$ cat src/rtl/apb_arbiter.sv
// ---------------------------------------------------------------------------
// apb_arbiter
//   Lets two requesters share one APB completer. The arbiter is round-robin:
//   it picks an owner in IDLE, runs one SETUP/ACCESS phase pair, and then
//   spends one DONE cycle to return the result to the owner. The ACCESS phase
//   gives up after TIMEOUT wait cycles.
//
// Ports
//   pclk, presetn           clock; asynchronous active-low reset
//   req_valid/write[1:0]    per-requester request and direction (1 = write)
//   req_addr/wdata/strb     per-requester command, requester i in slice i
//   req_prot[5:0]           per-requester pprot, 3 bits each
//   gnt[1:0]                one-hot owner of the transfer in flight, 0 in IDLE
//   done[1:0]               one-cycle completion pulse to the owner
//   rdata, err              read data and completion status, valid with done
//   psel..pprot             APB requester-side outputs
//   prdata, pready, pslverr APB completer responses
// ---------------------------------------------------------------------------
module apb_arbiter #(
    parameter int ADDR_WIDTH = 32,
    parameter int DATA_WIDTH = 32,
    parameter int TIMEOUT    = 16
) (
    input  logic                        pclk,
    input  logic                        presetn,
    input  logic [1:0]                  req_valid,
    input  logic [1:0]                  req_write,
    input  logic [2*ADDR_WIDTH-1:0]     req_addr,
    input  logic [2*DATA_WIDTH-1:0]     req_wdata,
    input  logic [2*(DATA_WIDTH/8)-1:0] req_strb,
    input  logic [5:0]                  req_prot,
    output logic [1:0]                  gnt,
    output logic [1:0]                  done,
    output logic [DATA_WIDTH-1:0]       rdata,
    output logic                        err,
    output logic                        psel,
    output logic                        penable,
    output logic                        pwrite,
    output logic [ADDR_WIDTH-1:0]       paddr,
    output logic [DATA_WIDTH-1:0]       pwdata,
    output logic [(DATA_WIDTH/8)-1:0]   pstrb,
    output logic [2:0]                  pprot,
    input  logic [DATA_WIDTH-1:0]       prdata,
    input  logic                        pready,
    input  logic                        pslverr
);
    localparam int STRB_WIDTH = DATA_WIDTH / 8;
    localparam int CNT_W      = 6;

    typedef enum logic [1:0] {IDLE, SETUP, ACCESS, DONE} state_t;

    // Per-requester views of the packed command buses.
    logic [ADDR_WIDTH-1:0] addr_a  [2];
    logic [DATA_WIDTH-1:0] wdata_a [2];
    logic [STRB_WIDTH-1:0] strb_a  [2];
    logic [2:0]            prot_a  [2];

    for (genvar gi = 0; gi < 2; gi++) begin : g_unpack
        assign addr_a[gi]  = req_addr[gi*ADDR_WIDTH +: ADDR_WIDTH];
        assign wdata_a[gi] = req_wdata[gi*DATA_WIDTH +: DATA_WIDTH];
        assign strb_a[gi]  = req_strb[gi*STRB_WIDTH +: STRB_WIDTH];
        assign prot_a[gi]  = req_prot[gi*3 +: 3];
    end

    state_t                state_q, state_d;
    logic                  owner_q, owner_d;
    logic                  ptr_q, ptr_d;
    logic [CNT_W-1:0]      cnt_q, cnt_d;
    logic [1:0]            gnt_q, gnt_d;
    logic [1:0]            done_q, done_d;
    logic [DATA_WIDTH-1:0] rdata_q, rdata_d;
    logic                  err_q, err_d;
    logic                  psel_q, psel_d;
    logic                  penable_q, penable_d;
    logic                  pwrite_q, pwrite_d;
    logic [ADDR_WIDTH-1:0] paddr_q, paddr_d;
    logic [DATA_WIDTH-1:0] pwdata_q, pwdata_d;
    logic [STRB_WIDTH-1:0] pstrb_q, pstrb_d;
    logic [2:0]            pprot_q, pprot_d;

    // Pointer only breaks ties; a lone requester always wins.
    logic win;
    assign win = (req_valid == 2'b11) ? ptr_q : req_valid[1];

    always_comb begin
        state_d   = state_q;
        owner_d   = owner_q;
        ptr_d     = ptr_q;
        cnt_d     = cnt_q;
        gnt_d     = gnt_q;
        done_d    = done_q;
        rdata_d   = rdata_q;
        err_d     = err_q;
        psel_d    = psel_q;
        penable_d = penable_q;
        pwrite_d  = pwrite_q;
        paddr_d   = paddr_q;
        pwdata_d  = pwdata_q;
        pstrb_d   = pstrb_q;
        pprot_d   = pprot_q;

        case (state_q)
            IDLE: begin
                if (|req_valid) begin
                    state_d  = SETUP;
                    owner_d  = win;
                    gnt_d    = win ? 2'b10 : 2'b01;
                    psel_d   = 1'b1;
                    pwrite_d = req_write[win];
                    paddr_d  = addr_a[win];
                    pprot_d  = prot_a[win];
                    // Reads present all-zero write data and strobes.
                    pwdata_d = req_write[win] ? wdata_a[win] : '0;
                    pstrb_d  = req_write[win] ? strb_a[win]  : '0;
                end
            end
            SETUP: begin
                state_d   = ACCESS;
                penable_d = 1'b1;
                cnt_d     = CNT_W'(TIMEOUT);
            end
            ACCESS: begin
                if (pready) begin
                    // A response on the final allowed cycle still completes normally.
                    state_d   = DONE;
                    psel_d    = 1'b0;
                    penable_d = 1'b0;
                    done_d    = owner_q ? 2'b10 : 2'b01;
                    err_d     = pslverr;
                    if (!pwrite_q) begin
                        rdata_d = prdata;
                    end
                end else if (cnt_q <= CNT_W'(1)) begin
                    state_d   = DONE;
                    psel_d    = 1'b0;
                    penable_d = 1'b0;
                    done_d    = owner_q ? 2'b10 : 2'b01;
                    err_d     = 1'b1;
                    cnt_d     = '0;
                end else begin
                    cnt_d = cnt_q - CNT_W'(1);
                end
            end
            DONE: begin
                state_d = IDLE;
                done_d  = 2'b00;
                gnt_d   = 2'b00;
                ptr_d   = ~owner_q;
            end
            default: state_d = IDLE;
        endcase
    end

    always_ff @(posedge pclk or negedge presetn) begin
        if (!presetn) begin
            state_q   <= IDLE;
            owner_q   <= 1'b0;
            ptr_q     <= 1'b0;
            cnt_q     <= '0;
            gnt_q     <= 2'b00;
            done_q    <= 2'b00;
            rdata_q   <= '0;
            err_q     <= 1'b0;
            psel_q    <= 1'b0;
            penable_q <= 1'b0;
            pwrite_q  <= 1'b0;
            paddr_q   <= '0;
            pwdata_q  <= '0;
            pstrb_q   <= '0;
            pprot_q   <= '0;
        end else begin
            state_q   <= state_d;
            owner_q   <= owner_d;
            ptr_q     <= ptr_d;
            cnt_q     <= cnt_d;
            gnt_q     <= gnt_d;
            done_q    <= done_d;
            rdata_q   <= rdata_d;
            err_q     <= err_d;
            psel_q    <= psel_d;
            penable_q <= penable_d;
            pwrite_q  <= pwrite_d;
            paddr_q   <= paddr_d;
            pwdata_q  <= pwdata_d;
            pstrb_q   <= pstrb_d;
            pprot_q   <= pprot_d;
        end
    end

    assign gnt     = gnt_q;
    assign done    = done_q;
    assign rdata   = rdata_q;
    assign err     = err_q;
    assign psel    = psel_q;
    assign penable = penable_q;
    assign pwrite  = pwrite_q;
    assign paddr   = paddr_q;
    assign pwdata  = pwdata_q;
    assign pstrb   = pstrb_q;
    assign pprot   = pprot_q;

endmodule

$ cat config.mk
export PLATFORM = sky130hd
export DESIGN_NAME = apb_arbiter
export DESIGN_NICKNAME = d
export VERILOG_FILES = /design/src/rtl/apb_arbiter.sv
export SDC_FILE = /design/constraint.sdc
export NUM_CORES = 1
export LEC_CHECK = 0
export ABC_AREA = 1
export BUFFER_PORTS_ARGS = -buffer_cell sky130_fd_sc_hd__buf_2
export CORE_ASPECT_RATIO = 1.2
export CORE_MARGIN = 3
export CORE_UTILIZATION = 33
export CTS_CLUSTER_DIAMETER = 40
export DETAILED_ROUTE_END_ITERATION = 6
export PLACE_DENSITY = 0.62
export SYNTH_ARGS = -nofsm -noshare
export SYNTH_HDL_FRONTEND = slang
export SYNTH_SLANG_ARGS = --single-unit
$ cat constraint.sdc
create_clock -name pclk -period 3.3 [get_ports pclk]
set_input_delay 0.33 -clock pclk [delete_from_list [all_inputs] [get_ports pclk]]
set_output_delay 0.33 -clock pclk [all_outputs]
set_load 0.1 [all_outputs]
== After elaboration in Yosys (flattened, before gate mapping) ==
Index checks and enable logic that the tools add are counted.
Word-level totals
  bits in registers: 121
  bits of input ports: 182
  output and inout bits: 111
Cells by class
  $add $sub $neg: 1
  magnitude comparators: 3
  equal/unequal tests: 7
  multiplexer cells: 38
  bitwise gates (word level): 3
  reductions and logical operators: 16
Operator list (count)
  32-bit two-way mux: 7
  2-bit two-way mux: 8
  4-bit two-way mux: 4
  2-bit AND reduction: 7
  6-bit two-way mux: 2
  6-bit case mux with 2 select lines: 1
  2-bit nonzero test: 5
  3-bit two-way mux: 3
  1-bit two-way mux: 8
  2-bit case mux with 2 select lines: 2
  2-bit case mux with 4 select lines: 1
  2-bit == test (second input constant): 3
  6-bit by 1-bit less-or-equal comparator with 1-bit output (second input constant): 1
  3-bit AND reduction: 2
  6-bit by 1-bit subtractor with 6-bit output (second input constant): 1
  2-bit != test (second input constant): 2
  1-bit case mux with 2 select lines: 2
  3-bit != test (second input constant): 1
  2-bit by 1-bit == test with 1-bit output (second input constant): 1
  2-bit >= comparator (second input constant): 1
  2-bit zero test: 1
  1-bit by 2-bit less-than comparator with 1-bit output (second input constant): 1
  1-bit NOT: 2
  1-bit NOT with 2-bit output: 1
  2-bit OR reduction: 1

== Longest topological paths before layout ==
  depth in word-level cells: 7
  gate-level depth with buffers: 10

== Least setup slack after synthesis ==
Ideal clock, no wire load.
  kind: register to register
  from: register pwrite_q (netlist: pwrite)
  to: register rdata_q[10] (netlist: rdata[10])
  data arrival time: 1.645 ns
  required time: 3.217 ns
  path slack: 1.573 ns
  cell stages (with the launch flop): 6
  buffers on the path: 1
  clock period less this slack: 1.727 ns
  cell sequence: dfrtp_1 inv_1 nand3_2 clkbuf_1 nand2_1 o21ai_0
On the way
  longest elaborated chain between the ends: 2
Ends and longest elaborated chain
  start: declaration: line 75  | logic pwrite_q, pwrite_d;
  start signal: assignment: line 182  | pwrite_q <= pwrite_d;
  1-bit NOT (no line)
  3-bit AND reduction (no line)
  end signal: assignment: line 178  | rdata_q <= rdata_d;
  end: declaration: line 71  | logic [DATA_WIDTH-1:0] rdata_q, rdata_d;
Every way passes these cells.
A chain may end at the register's enable or synchronous reset.

== Worst setup path in the final report ==
  from: register state_q[0]
  to: register gnt_q[0] (netlist: gnt[0])
On the way
  longest elaborated chain between the ends: 3
  elaborated cells on any way between the ends: 6
  classes of those cells: eq/ne (2); mux (1); reduce/logical (3)
Ends and longest elaborated chain
  start: declaration: line 65  | state_t state_q, state_d;
  start signal: assignment: line 172  | state_q <= state_d;
  2-bit == test or 2-bit zero test (tied branches): line 102  | case (state_q)
  2-bit nonzero test (no line) or 2-bit != test (tied branches)
  2-bit AND reduction (no line)
  end signal: assignment: line 176  | gnt_q <= gnt_d;
  end: declaration: line 69  | logic [1:0] gnt_q, gnt_d;
Several ways; a longest one is shown, not always the timed one.

==> flow_summary.yaml <==
status:
  status: "finished, final reports clean"
timing:
  finalSetupTns_ns: 0
  period_needed_ns: 2.08
  max_slew_margin_pct: 41.8
  max_freq_mhz: 480
  setup_viol: 0
  hold_viol_final: 0
  tightestPinTransition_ns: 0.873
  fin_worst_skew_ns: 0.00676
  rsz0062_at_grt: "no"
  finalCritPeriodShare_pct: 63.1
  drv_slew: 0
synthesis:
  synth_compound_area_share_pct: 10.0
  netlist.area_leader.share_pct: 52.6
  synthAdderAreaFrac_pct: 1.52
  ys_types: 24
  ys_ff_latch: 121
  synth.yosys.warnings: 0
  synthTopCellsByArea: "dfrtp_1 (53%), nand2_1 (17%), nand3_1 (7.1%)"
  syn_area_um2: 5760
  synth-seq-area-share_pct: 52.6
  synth_simple_gate_area_share_pct: 28.1
  synth_mux_area_share_pct: 0
  synth_top_family_by_area: "simple AND/OR/NAND/NOR gates"
  yosys.area_share.xor_xnor_pct: 0.152
  syn_inst: 732
  avgSynthCellArea_um2: 7.87
  synth_nets: 921
  yosysTopAreaCell: "dfrtp_1"
floorplan:
  dieArea_um2: 19100
  num_io_pins: 293
  fp.coreArea_um2: 17000
  die_h_um: 151
  initial_core_util_pct: 33.9
  rows: 52
  die_x_um: 127
worst_setup_path:
  critPathLaunchType: "flop"
  critPathTopFamily: "buffers and inverters"
  slowest_delay_ns: 0.65
  crit_required_ns: 3.63
  path_max_fanout: 75
  critical_path_buf_inv_count: 2
  arrival_ns: 2.41
  crit_slowest_cell: "buf_4"
  worst-setup-path-type: "reg -> reg"
  worst_setup_path_end_kind: "flop"
  path_cells: "inv_1 > ha_1 > o21ai_4 > buf_4 > o21ai_0 > o21ai_1"
clock_network:
  cts.sinks: 121
  ctsResizeCount: 0
  cts_tree: "yes"
  cts.path.max_buffers: 2
  cts_setup_buffers: 0
  cts.reportedPaths.clkPinSlew_ns: 0.06
  root_buffer: "clkbuf_16"
  cts_hold_buf: 0
  h-tree-depth: 4
  cts_buffers: 17
  worst_skew_pair.late_latency_ns: 0.40
place:
  io_buffer_count: 292
  placed_cell_area_um2: 7340
  gp_congestion: 0.831
  hpwl_um: 13600
job:
  maxCapViolations: 0
route:
  viasPerCell: 4.75
  ant_nets: 0
  drt-total-wl_um: 19300
  dr.pass1.iters: 6
  dr.first_iter.drc_count: 252
  avgRoutedWirePerCell_um: 15.6
  vias: 5858
  drc: 0
final_layout:
  area_growth_pct: 37.4
  final_nets: 1194
  drive_gt1_share_pct: 33.5
  post-route-cell-area_um2: 7920
  diodes: 0
global_routing:
  antenna_found_initial: 0
  grt_pass1_wl_um: 30300
  overflow: 0
  grt_pass1_vias: 5826
  grt_use_total_pct: 20.1
  grt_max_degree: 76
min_path:
  min_path_type: "in -> async"
final timing paths:
| kind | depth (start not counted) | endpoint | from | slack (ns) |
|---|---|---|---|---|
| worst min-delay path | 1 | pwdata[13]$_DFFE_PN0P_ | presetn | 0.03 |
| min in group pclk | 3 | rdata[26]$_DFFE_PN0P_ | prdata[26] | 0.16 |
| worst max-delay path | 6 | gnt[0]$_DFFE_PN0P_ | state_q[0]$_DFFE_PN0P_ | 1.22 |
| worst max register to register | 6 | gnt[0]$_DFFE_PN0P_ | state_q[0]$_DFFE_PN0P_ | 1.22 |
| worst min register to register | 2 | done[0]$_DFFE_PN0P_ | done[0]$_DFFE_PN0P_ | 0.47 |
| max in group asynchronous | 2 | paddr[28]$_DFFE_PN0P_ | presetn | 2.45 |
sequential cells by signal (all words and copies together), names as in the netlist:
signal and count:
cnt_q 6, done 2, err 1, gnt 2, owner_q 1, paddr 32
penable 1, pprot 3, psel 1, pstrb 4, ptr_q 1, pwdata 32
pwrite 1, rdata 32, state_q 2
synthesized netlist by cell type:
library cell  count
nand2_2           2
or2_2             2
o21ai_2           1
clkbuf_2          1
clkbuf_1          9
buf_4            14
nand2_1         259
nand4_1           1
nand3_2           2
inv_1            49
nand2_4           1
nand3_1          82
o21ai_1           5
ha_1              7
a21boi_0          1
xnor2_1           1
buf_2            21
a21oi_1          70
dfrtp_1         121
o21ai_0          36
nand3b_1          2
o22ai_1           1
inv_2             2
nor2_1           42
placed cells by master, fill, tap and decap left out:
| cell | instances |
|---|---|
| buf_2 | 291 |
| nand2_1 | 259 |
| dfrtp_1 | 121 |
| nand3_1 | 82 |
| a21oi_1 | 70 |
| inv_1 | 49 |
| nor2_1 | 42 |
| o21ai_0 | 36 |
| clkbuf_16 | 17 |
| ha_1 | 7 |
| clkinv_4 | 6 |
| o21ai_1 | 5 |
| buf_4 | 5 |
| clkinv_2 | 3 |
| buf_12 | 3 |
| nand2_2 | 2 |
| inv_2 | 2 |
| nand3_2 | 2 |
| or2_2 | 2 |
| nand3b_1 | 2 |
| clkbuf_8 | 2 |
| clkinvlp_4 | 2 |
| o21ai_4 | 1 |
| nand2_4 | 1 |
| xnor2_1 | 1 |
| o22ai_1 | 1 |
| a21boi_0 | 1 |
| nand4_1 | 1 |
| bufinv_16 | 1 |
| inv_6 | 1 |
routing by layer:
| metal | track usage [%] | vias to the layer above | wire length [µm] |
|---|---|---|---|
| met5 | 0 | - | 0 |
| met4 | 7.46 | 0 | 523 |
| met3 | 7.06 | 41 | 1450 |
| met2 | 32.0 | 198 | 9240 |
| met1 | 25.2 | 2736 | 8050 |
| li1 | - | 2883 | - |
stage by stage:
step | utilization [%] | setup WS, ns | std cells | hold slack (ns)
after detailed placement | 43.2 | 1.11 | 1202 | 0.453
final | 46.6 | 1.22 | 1234 | 0.0317
after global routing | 46.6 | 1.01 | 1234 | 0.0778
after CTS | 46.6 | 1.19 | 1234 | 0.0596
after floorplan | - | 1.57 | 732 | 0.0344
after global placement | 43.2 | 1.17 | 1202 | 0.450
worst reg2reg max path, delay by kind of cell, from the launching register on:
kind,cells,cell delay (ns)
AOI/OAI and AO/OA,3,0.58
adders and majority gates,1,0.28
buffers and inverters,2,0.75
DFF,1,0.40
cells by family after synthesis:
logic type	Yosys count
buffers and inverters	96
AND/OR/NAND/NOR	393
flip-flops	121
XOR/XNOR	1
adder cells (fa/ha/maj)	7
AO/OA/AOI/OAI	114
area by class of cell:
class,count,area [µm²]
tap,216,270
fill,1732,9060
multi-input combinational,515,2300
clock inverter,13,121
clock buffer,19,453
inverter,51,191
timing repair buffer,299,1550
sequential,121,3030
Power is not shown: default switching activity piles up to over one toggle a cycle in this logic, so the estimate is an artifact.
